[src/rtl/layer_sequencer.sv]
// Host-side sequencer for one CNN layer: streams kernel then ifmap words into the SPADs,
// waits a fixed gap, holds route enable until the datapath finishes, and reports counts.
module layer_sequencer #(
    parameter int SRAM_DATA_WIDTH = 64,
    parameter int ADDR_WIDTH      = 8,
    parameter int CYC_WIDTH       = 32,
    parameter int GAP_CYCLES      = 2
) (
    input  logic                       i_clk,
    input  logic                       i_rst,
    input  logic                       i_start,
    input  logic [ADDR_WIDTH-1:0]      i_kernel_words,
    input  logic [ADDR_WIDTH-1:0]      i_ifmap_words,
    input  logic                       i_data_valid,
    input  logic [SRAM_DATA_WIDTH-1:0] i_data,
    output logic                       o_data_ready,
    output logic                       o_write_en,
    output logic                       o_spad_select,
    output logic [ADDR_WIDTH-1:0]      o_write_addr,
    output logic [SRAM_DATA_WIDTH-1:0] o_data_out,
    output logic [ADDR_WIDTH-1:0]      o_i_addr_end,
    output logic                       o_route_en,
    input  logic                       i_route_done,
    input  logic                       i_ofmap_valid,
    output logic                       o_busy,
    output logic                       o_done,
    output logic                       o_err,
    output logic [ADDR_WIDTH-1:0]      o_ofmap_count,
    output logic [CYC_WIDTH-1:0]       o_cycles
);

    localparam int GAP_W = (GAP_CYCLES > 1) ? $clog2(GAP_CYCLES) : 1;

    typedef enum logic [2:0] {
        S_IDLE,
        S_LOAD_W,
        S_LOAD_I,
        S_GAP,
        S_ROUTE,
        S_DONE
    } state_t;

    state_t                state;
    state_t                state_next;
    logic [ADDR_WIDTH-1:0] kernel_words;
    logic [ADDR_WIDTH-1:0] ifmap_words;
    logic [ADDR_WIDTH-1:0] addr_cnt;
    logic [GAP_W-1:0]      gap_cnt;
    logic                  accept;
    logic                  start_ok;
    logic                  last_kernel;
    logic                  last_ifmap;
    logic                  gap_last;

    assign accept      = i_data_valid & o_data_ready;
    assign start_ok    = (state == S_IDLE) && i_start && (i_ifmap_words != '0);
    assign last_kernel = accept && (state == S_LOAD_W)
                         && (addr_cnt == kernel_words - ADDR_WIDTH'(1));
    assign last_ifmap  = accept && (state == S_LOAD_I)
                         && (addr_cnt == ifmap_words - ADDR_WIDTH'(1));
    assign gap_last    = (gap_cnt == GAP_W'(GAP_CYCLES - 1));

    // NOTE: sequential state uses non-blocking assignments so every register samples
    // pre-edge values; blocking here would create order-dependent simulation races.
    always_ff @(posedge i_clk) begin
        if (i_rst) begin
            state <= S_IDLE;
        end else begin
            state <= state_next;
        end
    end

    // NOTE: each combinational output gets a default before the case so no path
    // leaves it unassigned, which would otherwise infer a latch.
    always_comb begin
        state_next = state;
        case (state)
            S_IDLE:   if (start_ok) state_next = (i_kernel_words != '0) ? S_LOAD_W : S_LOAD_I;
            S_LOAD_W: if (last_kernel) state_next = S_LOAD_I;
            S_LOAD_I: if (last_ifmap) state_next = S_GAP;
            S_GAP:    if (gap_last) state_next = S_ROUTE;
            S_ROUTE:  if (i_route_done) state_next = S_DONE;
            S_DONE:   state_next = S_IDLE;
            default:  state_next = S_IDLE;
        endcase
    end

    always_comb begin
        o_data_ready = 1'b0;
        o_busy       = 1'b1;
        o_route_en   = 1'b0;
        o_done       = 1'b0;
        case (state)
            S_IDLE:             o_busy       = 1'b0;
            S_LOAD_W, S_LOAD_I: o_data_ready = 1'b1;
            S_ROUTE:            o_route_en   = 1'b1;
            S_DONE:             o_done       = 1'b1;
            default:            o_busy       = 1'b1;
        endcase
    end

    always_ff @(posedge i_clk) begin
        if (i_rst) begin
            kernel_words  <= '0;
            ifmap_words   <= '0;
            addr_cnt      <= '0;
            gap_cnt       <= '0;
            o_write_en    <= 1'b0;
            o_spad_select <= 1'b0;
            o_write_addr  <= '0;
            o_data_out    <= '0;
            o_i_addr_end  <= '0;
            o_err         <= 1'b0;
            o_ofmap_count <= '0;
            o_cycles      <= '0;
        end else begin
            o_err      <= 1'b0;
            o_write_en <= accept;

            if (accept) begin
                o_data_out    <= i_data;
                o_write_addr  <= addr_cnt;
                o_spad_select <= (state == S_LOAD_I);
                // The ifmap SPAD starts at address 0 right after the last kernel word.
                addr_cnt      <= last_kernel ? '0 : addr_cnt + ADDR_WIDTH'(1);
            end

            if (state == S_IDLE && i_start) begin
                if (i_ifmap_words == '0) begin
                    o_err <= 1'b1;
                end else begin
                    kernel_words  <= i_kernel_words;
                    ifmap_words   <= i_ifmap_words;
                    o_i_addr_end  <= i_ifmap_words - ADDR_WIDTH'(1);
                    addr_cnt      <= '0;
                    o_ofmap_count <= '0;
                    o_cycles      <= '0;
                end
            end

            gap_cnt <= (state == S_GAP) ? gap_cnt + GAP_W'(1) : '0;

            if (state == S_ROUTE && o_cycles != '1) begin
                o_cycles <= o_cycles + CYC_WIDTH'(1);
            end

            if (i_ofmap_valid && (state == S_ROUTE || state == S_DONE)) begin
                o_ofmap_count <= o_ofmap_count + ADDR_WIDTH'(1);
            end
        end
    end

endmodule
[config.mk]
export PLATFORM = sky130hd
export DESIGN_NAME = layer_sequencer
export DESIGN_NICKNAME = d
export VERILOG_FILES = /design/src/rtl/layer_sequencer.sv
export SDC_FILE = /design/constraint.sdc
export NUM_CORES = 1
export LEC_CHECK = 0
export CORE_ASPECT_RATIO = 1.75
export CORE_UTILIZATION = 45
export DETAILED_ROUTE_END_ITERATION = 12
export GPL_ROUTABILITY_DRIVEN = 0
export GPL_TIMING_DRIVEN = 0
export PLACE_DENSITY = 0.84
export SLEW_MARGIN = 20
export SYNTH_ARGS = -nofsm -noshare
export SYNTH_HDL_FRONTEND = slang
export SYNTH_SLANG_ARGS = --single-unit
[constraint.sdc]
create_clock -name i_clk -period 4.88 [get_ports i_clk]
set_input_delay 1.464 -clock i_clk [delete_from_list [all_inputs] [get_ports i_clk]]
set_output_delay 1.464 -clock i_clk [all_outputs]
set_load 0.02 [all_outputs]
==> reports/metrics.yaml, run 1 <==
setup_path:
  cp_slowest_cell: "clkdlybuf4s50_1"
  path_cells: "clkbuf_1, nor2_1, nand2_1, inv_1, clkdlybuf4s50_1"
  r2r_end: "o_cycles[30]"
  cp.arrival_ps: 2350
  crit_fanout: 10
  crit_path_max_incr_delay_ps: 650
  ff2ff_setup_slack_ps: 2050
  r2r_start: "o_cycles[0]"
  rr_worst_depth: 7
  crit_required_ps: 3420
  endpoint_kind: "primary output"
  crit_type: "flop to primary output"
  worst_setup_path_start_kind: "flop"
grt:
  grt_max_degree: 17
  overflow: 0
  grt_usage_pct: 27.0
  antenna_found_initial: 0
  grt_pass1_wl_um: 32500
  grt_pass1_vias: 6577
yosys:
  yosysWarningCount: 0
  seq_area_frac_synth_pct: 44.1
  synth_area_um2: 6850
  synth.distinct_cells: 69
  ys_seq_elements: 151
  synth_edf_count: 0
  netlist_instances: 854
  postSynthAreaPerCell_um2: 8.03
  synthFlopType: "dfxtp_1"
  async_reset_ff_share_pct: 0
  synth_nets: 947
timing:
  finalSetupViolations: 0
  final-max-slew-violation-count: 0
  fin_crit_sh_pct: 78.2
  finalCriticalPeriod_ps: 3820
  tightest_slew_ps: 696
  finalHoldViolations: 0
  hold_slack_ps: 451
  skew_ps: 12.6
  timing.fmax_ghz: 0.262
  setup_tns_ps: 0
  maxSlewHeadroom_pct: 53.2
  rsz0062_at_grt: "false"
final_layout:
  area_growth_pct: 43.0
  finalInstanceArea_um2: 9800
  antenna_cells: 0
  most-common-layout-cells: "213 x nand2_1, 211 x clkdlybuf4s50_1, 151 x dfxtp_1"
  final_common_cell: "nand2_1"
  drive_gt1_share_pct: 6.47
  instances_no_fill: 1280
  fin_nets: 1177
worst_hold_path:
  worst_hold_path.endpoint: "gap_cnt"
  min-delay-start: "gap_cnt"
  min_path_type: "flop to flop"
  worstHoldPathCells: 1
power_and_ir_drop:
  leakagePower_uw: 0.00354
  vdd_ir_drop_max_v: 0.000250
  pwr_density_cell_nw_per_um2: 421
drt:
  via_count: 6995
  finalWirelength_um: 21600
  drc: 0
  detail_route.wl_per_cell_um: 16.9
  drt_iter0_markers: 290
  antenna_left: 0
  vias_per_cell: 5.46
  dr.pass1.iters: 6
cts:
  hold_buffers: 0
  cts_tree: "yes"
  clock_path_buffers: 2
  htreeDepth: 4
  cts_inserted_buffers: 17
  cts-root-buf: "clkbuf_16"
  post_cts_buffers: 0
  clkSinkCount: 151
  clkTransAtPathRegs_ps: 60
  ctsResizeCount: 0
  clk-insertion-delay-late_ps: 420
die:
  core_area_um2: 14800
  start_util_pct: 46.2
  die_y_um: 165
  dieArea_um2: 15700
  placement_rows: 59
  io_pins: 213
  dieWidth_um: 95.3
status:
  outcome: "finished clean"
placed_design:
  hpwl_um: 16200
  place_area_um2: 9200
  io_buffers: 211
  place_inst: 1248
job:
  drv_cap: 0
==> routing by layer <==
| layer | vias to the layer above | share of wire [%] | global-route usage, % |
|---|---|---|---|
| met3 | 63 | 4.9 | 5.45 |
| met4 | 0 | 4.6 | 14.0 |
| li1 | 3414 | - | - |
| met5 | - | 0 | 0 |
| met1 | 3290 | 36 | 27.8 |
| met2 | 228 | 55 | 49.8 |
==> cells in the mapped netlist, drive strengths merged, types with 3 or more instances <==
cell type,number,area [um2]
a211o,3,27.5
a211oi,11,87.6
a21o,6,52.6
a21oi,110,551
a22o,10,90.1
a22oi,3,22.5
a2bb2oi,6,52.6
a31oi,4,25.0
and2,3,18.8
and3,13,85.1
and4,4,36.3
buf,17,130
clkbuf,41,158
dfxtp,151,3020
ha,7,87.6
inv,13,48.8
mux2,3,33.8
mux2i,9,90.1
nand2,213,800
nand2b,12,75.1
nand3,30,150
nand4,14,100
nor2,50,198
nor3,19,95.1
nor4,7,50.1
o211a,3,30.0
o21ai,10,50.1
o22ai,3,18.8
o311ai,3,26.3
or2,4,25.0
or3,5,36.3
or4,6,45.0
xnor2,21,184
xor2,14,123
==> sequential cells by signal, indices dropped and copies added, names as in the netlist <==
| name | flops |
|---|---|
| o_data_out | 64 |
| o_i_addr_end | 8 |
| kernel_words | 8 |
| gap_cnt | 1 |
| state | 3 |
| addr_cnt | 8 |
| o_err | 1 |
| o_write_en | 1 |
| o_cycles | 32 |
| o_write_addr | 8 |
| ifmap_words | 8 |
| o_spad_select | 1 |
| o_ofmap_count | 8 |
==> critical path: cells and delay by family (launching register included) <==
kind / cells / cell delay [ps]
buf+inv: 3 / 1110
simple gates: 2 / 500
flops: 1 / 340
==> layout make-up <==
type,count,area [um2]
fill,1250,5040
multi-input combinational,632,3490
sequential,151,3020
timing repair buffer,211,2110
clock buffer,17,425
buffer,58,288
tap,183,229
clock inverter,15,180
inverter,13,48.8
==> power breakdown <==
| part | switching, uW | leakage [uW] | internal, uW | total, uW |
|---|---|---|---|---|
| clock network | 580 | 0.000294 | 777 | 1360 |
| registers | 98.3 | 0.00123 | 1380 | 1480 |
| logic | 762 | 0.00201 | 526 | 1290 |
| total | 1440 | 0.00354 | 2690 | 4130 |
==> metrics by stage <==
step / util [%] / setup slack, ps / total power, uW
6_report: 66.1 / 1060 / 4130
2_1_floorplan: - / 1920 / 2240
4_1_cts: 66.1 / 1070 / 4140
3_3_place_gp: 62.0 / 964 / 2760
5_1_grt: 66.1 / 956 / 4320
3_5_place_dp: 62.0 / 931 / 2780
==> worst max-delay path by stage <==
stage               slack, ps        startpoint  depth (start not counted)     endpoint
global placement          960  i_ifmap_words[2]                          9  addr_cnt[7]
detailed placement        930  i_ifmap_words[2]                          9  addr_cnt[3]
floorplan                1920      i_data_valid                          6     state[1]
global route              960          state[1]                          5   o_route_en
CTS                      1070          state[1]                          5   o_route_en
finish                   1060          state[1]                          5   o_route_en
==> cells by family (layout without fill, tap and decap cells) <==
kind of cell	count (synthesis)	after routing	share of synthesized area, %
DFF	151	151	44.1
xor gates and xnor gates	35	35	4.47
adders and majority gates	7	7	1.28
and+or+nand+nor	388	388	26.1
AOI/OAI and AO/OA	190	190	17.3
buffers and inverters	71	314	4.91
muxes	12	12	1.81
Note: power is estimated with default switching activity, not from simulation.
==> inputs of run 2 (changes only) <==
--- a/config.mk
+++ b/config.mk
@@ -6,11 +6,11 @@
 export NUM_CORES = 1
 export LEC_CHECK = 0
 export CORE_ASPECT_RATIO = 1.75
-export CORE_UTILIZATION = 45
+export CORE_UTILIZATION = 42
 export DETAILED_ROUTE_END_ITERATION = 12
 export GPL_ROUTABILITY_DRIVEN = 0
 export GPL_TIMING_DRIVEN = 0
-export PLACE_DENSITY = 0.84
+export PLACE_DENSITY = 0.82
 export SLEW_MARGIN = 20
 export SYNTH_ARGS = -nofsm -noshare
 export SYNTH_HDL_FRONTEND = slang
==> constraint.sdc (replaced) <==
create_clock -name i_clk -period 3.2 [get_ports i_clk]
set_input_delay 0.96 -clock i_clk [delete_from_list [all_inputs] [get_ports i_clk]]
set_output_delay 0.96 -clock i_clk [all_outputs]
set_load 0.02 [all_outputs]
==> reports/metrics.yaml, run 2 (same netlist as run 1, synthesis figures left out) <==
drt:
  detail_route.wl_per_cell_um: 16.8
  finalWirelength_um: 21600
  drc: 0
  antenna_left: 0
  drt_iter0_markers: 277
  dr.pass1.iters: 5
  via_count: 6994
  vias_per_cell: 5.44
power_and_ir_drop:
  vdd_ir_drop_max_v: 0.000349
  combPwrFrac_pct: 31.5
  pwr_density_cell_nw_per_um2: 636
  p_seq_share_pct: 36.3
  power_switching_uw: 2200
  p_clk_share_pct: 32.2
  p_sw_share_pct: 35.4
  leakagePower_uw: 0.00353
  intPower_uw: 4020
setup_path:
  crit_family: "buffers and inverters"
  rr_worst_depth: 7
  path_cells: "clkbuf_1, nor2_1, nand2_1, inv_1, dlygate4sd2_1"
  crit_buf_inv: 3
  crit_required_ps: 2240
  endpoint_kind: "primary output"
  crit_type: "flop to primary output"
  cp.arrival_ps: 2060
  crit_fanout: 10
  crit_path_max_incr_delay_ps: 380
  cp_slowest_cell: "dfxtp_1"
  cp.depth: 5
  worst_setup_path_start_kind: "flop"
cts:
  clk-insertion-delay-late_ps: 420
  clkTransAtPathRegs_ps: 60
  post_cts_buffers: 0
  cts_inserted_buffers: 17
  clock_path_buffers: 2
  cts_tree: "yes"
  hold_buffers: 0
  htreeDepth: 4
  clkSinkCount: 151
  cts-root-buf: "clkbuf_16"
grt:
  grt_usage_pct: 25.1
  grt_max_degree: 17
  antenna_found_initial: 0
  grt_pass1_wl_um: 33100
  grt_pass1_vias: 6590
  overflow: 0
timing:
  fin_crit_sh_pct: 94.5
  finalHoldViolations: 0
  final-max-slew-violation-count: 0
  finalCriticalPeriod_ps: 3030
  skew_ps: 11.1
  timing.fmax_ghz: 0.331
  maxSlewHeadroom_pct: 52.5
  tightest_slew_ps: 712
  setup_ws_ps: 175
  rsz0062_at_grt: "false"
  finalSetupViolations: 0
final_layout:
  fin_nets: 1177
  final_common_cell: "nand2_1"
  top_regs: "o_data_out: 64 flops, o_cycles: 32 flops"
  utilization_pct: 61.3
  regMostFlops: "o_data_out"
  antenna_cells: 0
  drive_gt1_share_pct: 6.56
  area_growth_pct: 42.8
  fill_cells: 1365
  most-common-layout-cells: "213 x nand2_1, 210 x clkdlybuf4s50_1, 151 x dfxtp_1"
  largest_register_ff_count: 64
status:
  outcome: "finished clean"
placed_design:
  hpwl_um: 16100
  pre_cts_ws_ps: -273
  io_buffers: 211
die:
  dieArea_um2: 16900
  placement_rows: 61
  dieWidth_um: 98.6
  io_pins: 213
  die_y_um: 171
  start_util_pct: 43.0
  core_area_um2: 16000
worst_hold_path:
  min_path_type: "flop to flop"
  worstHoldPathCells: 2
job:
  drv_cap: 0
-- run 2: stage by stage --
| step | instances | setup TNS (ps) | total power, uW | hold slack [ps] | cell area, um2 |
|---|---|---|---|---|---|
| 6_report | 1286 | 0 | 6220 | 453 | 9790 |
| 5_1_grt | 1286 | 0 | 6530 | 467 | 9790 |
| 4_1_cts | 1286 | 0 | 6250 | 455 | 9780 |
| 3_5_place_dp | 1254 | -3440 | 4250 | 446 | 9200 |
| 3_3_place_gp | 1254 | -2620 | 4210 | 437 | 9200 |
| 2_1_floorplan | 854 | 0 | 3420 | 422 | 6850 |
-- run 2: worst min-delay path, delay by kind of cell, from the launching register on --
kind | cells | cell delay (ps)
DFF | 1 | 310
and+or+nand+nor | 1 | 50
AOI/OAI and AO/OA | 1 | 50
-- run 2: timing repair --
action                     in CTS  in global routing
setup endpoints to repair       1                  7
resized for setup               1                  3
gates cloned                    0                  0
-- run 2: path summary, 6_finish.rpt --
path	startpoint	endpoint	slack [ps]
min reg2reg	o_data_out[58]	o_data_out[58]	450
max	state[1]	o_route_en	180
max reg2reg	o_cycles[0]	o_cycles[7]	470
min	o_data_out[58]	o_data_out[58]	450
-- run 2: final cells by class --
type	count	area (um2)	area share, %
multi-input combinational	632	3490	35.7
sequential	151	3020	30.9
timing repair buffer	211	2110	21.6
clock buffer	17	425	4.35
buffer	58	292	2.98
tap	189	236	2.42
clock inverter	15	155	1.59
inverter	13	48.8	0.499
-- run 2: layer usage --
layer	global-route usage [%]	wire, um
met1	25.8	8080
met2	47.7	11800
met3	5.07	942
met4	12.3	771
met5	0	0
-- run 2: power groups by stage --
| stage | Sequential (uW) | Clock [uW] | Combinational [uW] |
|---|---|---|---|
| after global routing | 2280 | 2110 | 2140 |
| after CTS | 2260 | 2030 | 1960 |
| after global placement | 2290 | 0 | 1920 |
| final | 2260 | 2000 | 1960 |
| after floorplan | 2500 | 0 | 918 |
| after detailed placement | 2300 | 0 | 1950 |
